File: src/rtl/dff_pkg.sv
`default_nettype none
// ============================================================================
//  Module      : dff_pkg
//  Description : Shared types and default sizes for the round-robin capture
//                arbiter (state encoding, requester count, word width).
//  Revision    : 1.0 - initial release
// ============================================================================
package dff_pkg;

    // Default number of requesters sharing the capture register
    localparam int c_NUM_REQ_DEFAULT = 4;
    // Default width of each requester word and of the captured word
    localparam int c_DATA_W_DEFAULT  = 8;

    typedef enum logic [1:0] {
        IDLE    = 2'd0,
        CAPTURE = 2'd1,
        OUTPUT  = 2'd2
    } arb_state_e;

endpackage : dff_pkg
`default_nettype wire

File: src/rtl/rr_pick.sv
`default_nettype none
// ============================================================================
//  Module      : rr_pick
//  Description : Combinational round-robin selector. Returns the first active
//                request found searching rr_ptr+1, rr_ptr+2, ... (mod NUM_REQ),
//                so the most recent winner has the lowest priority.
//  Revision    : 1.0 - initial release
// ============================================================================
module rr_pick
    import dff_pkg::*;
#(
    parameter int NUM_REQ = c_NUM_REQ_DEFAULT,
    parameter int ID_W    = $clog2(NUM_REQ)
) (
    input  logic [NUM_REQ-1:0] req,
    input  logic [ID_W-1:0]    rr_ptr,
    output logic               valid,
    output logic [ID_W-1:0]    index
);

    logic [ID_W-1:0] w_cand;

    // Scan from the farthest offset down to rr_ptr+1 so the nearest active
    // request after the pointer is the last (winning) assignment.
    always_comb begin
        valid  = 1'b0;
        index  = '0;
        w_cand = '0;
        for (int k = NUM_REQ; k >= 1; k--) begin
            w_cand = ID_W'((int'(rr_ptr) + k) % NUM_REQ);
            if (req[w_cand]) begin
                valid = 1'b1;
                index = w_cand;
            end
        end
    end

endmodule : rr_pick
`default_nettype wire

File: src/rtl/dff_rr_capture_arb.sv
`default_nettype none
// ============================================================================
//  Module      : dff_rr_capture_arb
//  Description : Round-robin arbiter in front of one shared capture register.
//                A granted requester is acknowledged for one CAPTURE cycle,
//                its word (X/Z bits forced to 0) is stored in dout and held
//                on a valid/ready handshake until downstream accepts it.
//  Revision    : 1.0 - initial release
// ============================================================================
module dff_rr_capture_arb
    import dff_pkg::*;
#(
    parameter  int NUM_REQ = c_NUM_REQ_DEFAULT,
    parameter  int DATA_W  = c_DATA_W_DEFAULT,
    localparam int ID_W    = $clog2(NUM_REQ)
) (
    input  logic                      clk,
    input  logic                      resetn,
    input  logic [NUM_REQ-1:0]        req,
    input  logic [NUM_REQ*DATA_W-1:0] din,
    output logic [NUM_REQ-1:0]        ack,
    output logic [DATA_W-1:0]         dout,
    output logic [ID_W-1:0]           owner,
    output logic                      out_valid,
    input  logic                      out_ready,
    output logic                      proto_err
);

    arb_state_e        r_state;
    arb_state_e        w_state_next;
    logic [ID_W-1:0]   r_rr_ptr;
    logic [ID_W-1:0]   r_grant_id;
    logic [DATA_W-1:0] r_dout;
    logic [ID_W-1:0]   r_owner;
    logic              r_out_valid;
    logic              r_proto_err;

    logic              w_pick_valid;
    logic [ID_W-1:0]   w_pick_id;
    logic              w_grant_held;
    logic [DATA_W-1:0] w_grant_word;
    logic [DATA_W-1:0] w_words [NUM_REQ];

    // Any bit that is not a definite 1 (0, X or Z) is stored as 0; in
    // hardware this reduces to a plain copy.
    function automatic logic [DATA_W-1:0] sanitise(input logic [DATA_W-1:0] w);
        logic [DATA_W-1:0] r;
        for (int b = 0; b < DATA_W; b++) begin
            r[b] = (w[b] === 1'b1);
        end
        return r;
    endfunction

    // Split the packed input bus into one word per requester
    generate
        for (genvar g = 0; g < NUM_REQ; g++) begin : g_unpack
            assign w_words[g] = din[g*DATA_W +: DATA_W];
        end
    endgenerate

    assign w_grant_word = w_words[r_grant_id];
    assign w_grant_held = req[r_grant_id];

    rr_pick #(
        .NUM_REQ (NUM_REQ),
        .ID_W    (ID_W)
    ) u_rr_pick (
        .req    (req),
        .rr_ptr (r_rr_ptr),
        .valid  (w_pick_valid),
        .index  (w_pick_id)
    );

    // State register
    always_ff @(posedge clk or negedge resetn) begin
        if (!resetn) begin
            r_state <= IDLE;
        end else begin
            r_state <= w_state_next;
        end
    end

    // Next-state logic; CAPTURE always lasts exactly one cycle
    always_comb begin
        w_state_next = r_state;
        case (r_state)
            IDLE: begin
                if (w_pick_valid) w_state_next = CAPTURE;
            end
            CAPTURE: begin
                w_state_next = w_grant_held ? OUTPUT : IDLE;
            end
            OUTPUT: begin
                if (out_ready) w_state_next = w_pick_valid ? CAPTURE : IDLE;
            end
            default: w_state_next = IDLE;
        endcase
    end

    // Grant, pointer, capture and handshake registers
    always_ff @(posedge clk or negedge resetn) begin
        if (!resetn) begin
            r_rr_ptr    <= ID_W'(NUM_REQ - 1);
            r_grant_id  <= '0;
            r_dout      <= '0;
            r_owner     <= '0;
            r_out_valid <= 1'b0;
            r_proto_err <= 1'b0;
        end else begin
            r_proto_err <= 1'b0;
            case (r_state)
                IDLE: begin
                    if (w_pick_valid) r_grant_id <= w_pick_id;
                end
                CAPTURE: begin
                    if (w_grant_held) begin
                        r_dout      <= sanitise(w_grant_word);
                        r_owner     <= r_grant_id;
                        r_out_valid <= 1'b1;
                        r_rr_ptr    <= r_grant_id;
                    end else begin
                        // Requester let go before its ack: nothing captured
                        r_proto_err <= 1'b1;
                    end
                end
                OUTPUT: begin
                    if (out_ready) begin
                        r_out_valid <= 1'b0;
                        // Pointer already holds the owner, so the next pick
                        // starts just after the word being handed off
                        if (w_pick_valid) r_grant_id <= w_pick_id;
                    end
                end
                default: ;
            endcase
        end
    end

    // Ack is decoded purely from registered state, never from req
    always_comb begin
        ack = '0;
        if (r_state == CAPTURE) ack[r_grant_id] = 1'b1;
    end

    assign dout      = r_dout;
    assign owner     = r_owner;
    assign out_valid = r_out_valid;
    assign proto_err = r_proto_err;

endmodule : dff_rr_capture_arb
`default_nettype wire

File: config.mk
export PLATFORM = sky130hd
export DESIGN_NAME = dff_rr_capture_arb
export DESIGN_NICKNAME = d
export VERILOG_FILES = /design/src/rtl/dff_pkg.sv /design/src/rtl/rr_pick.sv /design/src/rtl/dff_rr_capture_arb.sv
export SDC_FILE = /design/constraint.sdc
export NUM_CORES = 1
export LEC_CHECK = 0
export CORE_AREA = 2 2 54 61
export DETAILED_ROUTE_END_ITERATION = 6
export DIE_AREA = 0 0 56 63
export PLACE_DENSITY = 0.85
export SYNTH_ARGS = -nofsm -noshare
export SYNTH_HDL_FRONTEND = slang
export SYNTH_SLANG_ARGS = --single-unit
File: constraint.sdc
create_clock -name clk -period 2.24 [get_ports clk]
set_clock_uncertainty 0.05 [all_clocks]
set_input_delay 0.448 -clock clk [delete_from_list [all_inputs] [get_ports clk]]
set_output_delay 0.448 -clock clk [all_outputs]
set_load 0.1 [all_outputs]
==> results.py <==
metrics = {
    "run_status": {
        "status": "completed",
    },
    "final_layout": {
        "num-nets-final": 183,
        "synthToLayoutAreaGrowth_pct": 57.6,
        "diodes": 0,
        "drive_above_1_share_pct": 33.8,
        "fillers": 252,
        "final_common_cell": "clkdlybuf4s50_1",
        "most-common-layout-cells": "clkdlybuf4s50_1, buf_4, dfrtp_1, mux2_4, mux4_2",
        "multiInputGateArea_um2": 609,
        "seq_area_um2": 453,
    },
    "clock_network": {
        "cts_resized": 0,
        "post-cts-setup-buffers": 0,
        "cts_made_buffers": 3,
        "ctsHoldBuffers": 0,
        "clock-sinks": 18,
        "cts_tree": "yes",
        "clock_path_buffers": 2,
        "path_clk_slew_ns": 0.10,
        "cts_root_buffer": "clkbuf_4",
        "cts_max_level": 1,
        "clock_latency_ns": 0.29,
    },
    "detailed_routing": {
        "initialDrtViolationCount": 10,
        "via_per_inst": 5.25,
        "drc_errors": 0,
        "postRouteAntennaNets": 0,
        "vias": 924,
        "routedWlPerCell_um": 17.1,
        "routed_wirelength_mm": 3.00,
        "first_pass_iters": 4,
    },
    "worst_setup_path": {
        "crit_fanout": 5,
        "path_cells": "nand2b_1, nor3_2, buf_12",
        "arrival_ns": 1.45,
        "critical_path.top_delay_family": "simple AND/OR/NAND/NOR gates",
        "crit_path_end_kind": "output pin",
        "cp_num_buf_inv": 1,
        "critPathKind": "register to output pin",
        "critPathMaxStageDelay_ns": 0.44,
        "crit_slowest_cell": "dfrtp_1",
        "start_kind": "register",
        "required_ns": 1.74,
    },
    "placed_design": {
        "dpl.hpwl_mm": 2.38,
        "gp_congestion": 0.763,
        "port_buffers": 54,
    },
    "timing": {
        "setup_viol": 0,
        "fin_crit_sh_pct": 86.8,
        "hold_viol": 0,
        "period_needed_ns": 1.94,
        "whs_ns": 0.444,
        "tightestPinTransition_ns": 0.369,
        "slew_viol_final": 0,
        "fmax_ghz": 0.514,
        "rsz0062_at_grt": "no",
        "setup_tns_ns": 0,
        "slew_headroom_pct": 74.8,
    },
    "logic_synthesis": {
        "netlist_area_um2": 1110,
        "ys_seq_area_share_pct": 40.8,
        "avgSynthCellArea_um2": 13.5,
        "syn_inst": 82,
        "yosys_warnings": 0,
        "ys_types": 28,
        "synth_nets": 121,
        "synth_seq_cells": 18,
    },
    "global_route": {
        "grt.met2_usage_pct": 34.7,
        "grtUsageMet3_pct": 3.11,
        "grt_use_total_pct": 17.9,
        "grt_max_degree": 19,
        "gr-total-overflow": 0,
        "grt_pass1_vias": 1043,
        "top_usage_layer": "met2",
        "grt_pass1_wl_mm": 4.89,
        "antenna_found_initial": 0,
        "met1_usage_pct": 18.0,
    },
    "hold_path": {
        "min_path_type": "input port to asynchronous set/reset pin",
    },
    "job": {
        "drv_cap": 0,
    },
    "floorplan": {
        "initial_core_util_pct": 37.7,
        "die_h_um": 63,
        "die_area_um2": 3530,
        "core_area_um2": 2940,
        "num_rows": 21,
        "ios": 55,
        "die_x_um": 56,
    },
}
-- worst register-to-register path, delay by kind of cell (launching register included) --
family | cells | cell delay (ns)
AND/OR/NAND/NOR | 1 | 0.21
multiplexers | 2 | 0.93
flip-flops | 1 | 0.41
-- sequential cells by signal (all words and copies together) (netlist names) --
signal / count
r_grant_id: 2
r_rr_ptr: 2
owner: 2
proto_err: 1
out_valid: 1
dout: 8
r_state: 2
-- final timing paths --
check                                   start     endpoint  slack (ns)  depth (start not counted)
worst max-delay path               r_state[1]       ack[0]        0.30                          3
worst min-delay path                   resetn      dout[0]        0.44                          2
worst max register to register  r_grant_id[0]      dout[2]        0.53                          3
worst min register to register       owner[0]     owner[0]        0.46                          1
max in group asynchronous              resetn  r_rr_ptr[1]        1.43                          2
min in group clk                     owner[0]     owner[0]        0.46                          1
-- cells in the mapped netlist, drive strengths merged --
cell     count  area (um2)
dfrtp       16         400
mux2        10         143
mux4         9         214
buf          5        46.3
nor2         5        18.8
nand2b       4        32.5
nor2b        4        25.0
inv          3        11.3
mux2i        3        30.0
nand2        3        11.3
nor3         3        15.0
o21ai        3        15.0
a21o         2        15.0
dfstp        2        52.6
o32a         2        20.0
a2111oi      1        8.76
a31oi        1        6.26
nand3b       1        7.51
nor4         1        6.26
o21a         1        7.51
o2bb2ai      1        8.76
o31a         1        8.76
or3          1        6.26
-- stage by stage --
step                setup slack (ns)  instance area [um2]  cells  util [%]
floorplan                     -0.336                 1120     82         -
global placement               0.127                 1730    173      58.7
detailed placement            0.0823                 1730    173      58.7
CTS                            0.289                 1750    176      59.4
global route                   0.215                 1750    176      59.4
finish                         0.296                 1750    176      59.4
-- cell families (layout without fill, tap and decap cells) --
family / count (synthesis) / count (layout) / synth area share, %
mux: 22 / 22 / 34.8
simple gates: 22 / 22 / 11.0
flops: 18 / 18 / 40.8
compound gates: 12 / 12 / 8.12
buf+inv: 8 / 68 / 5.19
-- per-layer routing --
layer  share of wire (%)  routed length [um]
met5                   0                   0
met4                 1.8                  53
met3                 4.6                 137
met2                  57                1720
met1                  36                1090
-- layout make-up --
cell class,instances,area share [%]
multi-input combinational,56,34.8
clock buffer,3,1.29
timing repair buffer,62,34.9
inverter,3,0.644
tap,34,2.43
sequential,18,25.9
Power is not shown: default switching activity piles up to over one toggle a cycle in this logic, so the estimate is an artifact.
